### config.mk
export PLATFORM = sky130hd
export DESIGN_NAME = sw_debounce
export DESIGN_NICKNAME = d
export VERILOG_FILES = /design/src/rtl/sw_debounce.sv
export SDC_FILE = /design/constraint.sdc
export NUM_CORES = 1
export LEC_CHECK = 0
export CORE_MARGIN = 1.5
export CORE_UTILIZATION = 65
export DETAILED_ROUTE_END_ITERATION = 16
export HOLD_SLACK_MARGIN = 0.02
export PLACE_DENSITY = 0.92
export SLEW_MARGIN = 20
export SYNTH_ARGS = -nofsm -noshare
export SYNTH_HDL_FRONTEND = slang
export SYNTH_SLANG_ARGS = --single-unit
### constraint.sdc
create_clock -name clk -period 3.7 [get_ports clk]
set_clock_uncertainty 0.15 [all_clocks]
set_input_delay 0.74 -clock clk [delete_from_list [all_inputs] [get_ports clk]]
set_output_delay 0.74 -clock clk [all_outputs]
set_load 0.01 [all_outputs]
### src/rtl/sw_debounce.sv
// rtl/sw_debounce.sv - per-bit switch synchronizer and debouncer with change pulses
module sw_debounce #(
    parameter int WIDTH           = 8,
    parameter int DEBOUNCE_CYCLES = 100000,
    parameter int CNT_W           = $clog2(DEBOUNCE_CYCLES + 1)
) (
    input  logic             clk,
    input  logic             rst_n,
    input  logic [WIDTH-1:0] sw_raw,
    output logic [WIDTH-1:0] sw,
    output logic [WIDTH-1:0] sw_changed,
    output logic             any_changed
);

    localparam logic [CNT_W-1:0] CNT_MAX = CNT_W'(DEBOUNCE_CYCLES - 1);

    logic [WIDTH-1:0]            s1_q, s2_q;
    logic [WIDTH-1:0]            stb_q, stb_d;
    logic [WIDTH-1:0]            chg_q, chg_d;
    logic [WIDTH-1:0][CNT_W-1:0] cnt_q, cnt_d;
    logic                        any_q, any_d;

    // A bit is accepted only after s2 disagrees with stb for DEBOUNCE_CYCLES
    // consecutive edges; any agreement in between restarts the count.
    always_comb begin
        stb_d = stb_q;
        chg_d = '0;
        cnt_d = cnt_q;
        for (int i = 0; i < WIDTH; i++) begin
            if (s2_q[i] == stb_q[i]) begin
                cnt_d[i] = '0;
            end else if (cnt_q[i] == CNT_MAX) begin
                stb_d[i] = s2_q[i];
                cnt_d[i] = '0;
                chg_d[i] = 1'b1;
            end else begin
                cnt_d[i] = cnt_q[i] + CNT_W'(1);
            end
        end
        any_d = |chg_d;
    end

    always_ff @(posedge clk or negedge rst_n) begin
        if (!rst_n) begin
            s1_q  <= '0;
            s2_q  <= '0;
            stb_q <= '0;
            chg_q <= '0;
            cnt_q <= '0;
            any_q <= 1'b0;
        end else begin
            s1_q  <= sw_raw;
            s2_q  <= s1_q;
            stb_q <= stb_d;
            chg_q <= chg_d;
            cnt_q <= cnt_d;
            any_q <= any_d;
        end
    end

    assign sw          = stb_q;
    assign sw_changed  = chg_q;
    assign any_changed = any_q;

endmodule

==> impl_metrics.json <==
{
  "drv_cap": 0,
  "synth_top_area_frac": 0.554,
  "dieHeight_um": 111,
  "path_buf_inv": 1,
  "cts_setup_buffers": 0,
  "busiest_layer": "met2",
  "rows": 39,
  "hold_ws_ns": 0.142,
  "yosys-mux-area-fraction": 0.00885,
  "drive_above_1_share": 0.0675,
  "syn_inst": 738,
  "numPortBuffers": 26,
  "setup_viol": 0,
  "yosysWarnings": 0,
  "dieArea_sq_um": 12400,
  "slew_headroom": 0.507,
  "drtIter0Drc": 381,
  "layout_setup_ws_ns": 1.40,
  "ys.flop_type": "dfrtp_1",
  "crit_fanout": 3,
  "setup.worst_path.start_class": "register",
  "core_area_sq_um": 11400,
  "start_util": 0.668,
  "yosys.area_share.simple": 0.254,
  "worst_slew_pin_slew_ns": 0.733,
  "crit_slowest_cell": "clkdlybuf4s50_1",
  "seq_area_frac_synth": 0.554,
  "cts_max_level": 4,
  "path_delay_family": "buffers and inverters",
  "avgViaCountPerCell": 5.88,
  "hp-class": "input port to async pin",
  "fmax_ghz": 0.434,
  "worst_path_largest_cell_delay_ns": 0.59,
  "cp_data_arrival_time_ns": 1.41,
  "crit_path_end_kind": "primary output",
  "cts_root_buf": "clkbuf_16",
  "cts_hold_buf": 0,
  "ys_types": 43,
  "gr-usage-met2": 0.443,
  "synth_xor_area_frac": 0.145,
  "path_cells": "clkdlybuf4s50_1",
  "ant_nets": 0,
  "cp.required_ns": 2.81,
  "fp.dieW_um": 111,
  "layout.cells.non_filler": 928,
  "yosysTopAreaCell": "dfrtp_1",
  "syn_area_per_cell_sq_um": 10.3,
  "vias": 5459,
  "fin_area_sq_um": 8640,
  "grt_pass1_vias": 5439,
  "cts_sinks": 169,
  "clockBufferDepth": 2,
  "status": "completed",
  "synth_commonest_cells": "dfrtp_1, nor2_1, xor2_1, xnor2_1, nand2_1",
  "pre_cts_ws_ns": 1.43,
  "yosys.area_share.adder": 0.0131,
  "antenna_found_initial": 0,
  "drt-total-wl_um": 14900,
  "fin_crit_ns": 2.30,
  "finalHoldViolCount": 0,
  "power_density_nw_per_um2": 450,
  "nets": 790,
  "ir_worst_vdd_uv": 484,
  "critical_path_class": "register to primary output",
  "tritoncts": "yes",
  "gr-total-overflow": 0,
  "gr-usage-all-layers": 0.259,
  "syn_nets": 756,
  "drc_errors": 0,
  "rsz0062_at_grt": "false",
  "fin_setup_tns_ns": 0,
  "nFillCells": 698,
  "numCtsBuffers": 17,
  "insertion_delay_ns": 0.44,
  "synth_compound_area_frac": 0.00590,
  "synth_top_family_by_area": "simple AND/OR/NAND/NOR gates",
  "place_inst": 896,
  "num_antenna_cells": 0,
  "hpwl_um": 9780,
  "yosysMostFrequentCell": "dfrtp_1",
  "area.growth.synth_to_final_pct": 13.2,
  "routedWlPerCell_um": 16.0,
  "synth-edff-count": 0,
  "grt_pass1_wl_um": 25600,
  "synth.area.top_cells": "dfrtp_1, xor2_1, nor2_1",
  "dpl-instance-area_sq_um": 8020,
  "p_leak_nw": 3.77,
  "cts-resized-gates": 0,
  "use_met3": 0.0593,
  "io_pins": 27,
  "synth.ff_latch_count": 169,
  "postSynth.asyncResetShare": 1.00,
  "gp_congestion": 0.906,
  "grt_max_degree": 73,
  "timing.final.crit_share": 0.623,
  "grtUsageMet1": 0.320,
  "final_max_slew_viol_count": 0,
  "clk_pin_slew_ns": 0.06,
  "synth_area_sq_um": 7630,
  "dr.pass1.iters": 5
}
[area by class of cell]
type                    count  area [sq um]  share of cell area
flip-flops and latches    169          4230               0.489
multi-input cells         537          3250               0.376
clock buffers              18           439              0.0508
repair buffers             28           289              0.0334
clock inverters            14           181              0.0210
well taps                 143           179              0.0207
inverters                  19          71.3             0.00825
[placed cells by master, fill, tap and decap left out, types with 8 or more instances in the layout]
master	instances
xor2_1	74
dfrtp_1	169
nand4_1	37
nand3_1	49
nor3_1	20
ha_1	8
clkdlybuf4s50_1	25
and3_1	21
and4_1	8
nor2_1	154
inv_6	8
nand2_1	50
clkbuf_16	17
xnor2_1	52
nor4_1	12
inv_1	19
[state kept, by name, summed over array words and instances, names as in the netlist]
signal / flops
sw: 8
s1_q: 8
cnt_q: 136
s2_q: 8
sw_changed: 8
any_changed: 1
[per-layer routing]
metal  routed length, um  vias up  share of wire
met5                   0        -              0
met3                 537       36          0.036
li1                    -     2562              -
met4                 352        0          0.024
met1                6300     2724           0.42
met2                7690      137           0.52
[stage by stage]
step	power, mW	util
3_5_place_dp	2.06	0.702
6_report	3.89	0.757
5_1_grt	4.00	0.757
2_1_floorplan	2.00	-
4_1_cts	3.90	0.757
3_3_place_gp	2.05	0.702
[worst paths after layout]
check / start / endpoint / slack, ns / depth (start not counted)
worst min register to register: s1_q[7]$_DFF_PN0_ / s2_q[7]$_DFF_PN0_ / 0.20 / 0
worst max-delay path: sw[3]$_DFFE_PN0P_ / sw[3] / 1.40 / 1
worst min-delay path: rst_n / cnt_q[4]$_DFF_PN0_ / 0.14 / 1
max in group asynchronous: rst_n / cnt_q[59]$_DFF_PN0_ / 2.41 / 2
worst max register to register: cnt_q[31]$_DFF_PN0_ / any_changed$_DFF_PN0_ / 1.40 / 5
min in group clk: s1_q[7]$_DFF_PN0_ / s2_q[7]$_DFF_PN0_ / 0.20 / 0
[power breakdown]
part           switching [mW]  internal, mW  leakage [nW]
sequential             0.0288          1.88          2.30
combinational          0.0832        0.0372          1.16
clock                   0.763          1.10         0.304
[cell families (layout without fill, tap and decap cells)]
family / count (synthesis) / after routing
buffers and inverters: 32 / 79
adders and majority gates: 8 / 8
DFF: 169 / 169
xor gates and xnor gates: 126 / 126
AOI/OAI and AO/OA: 7 / 7
and+or+nand+nor: 390 / 390
muxes: 6 / 6
Note: power is estimated with default switching activity, not from simulation.
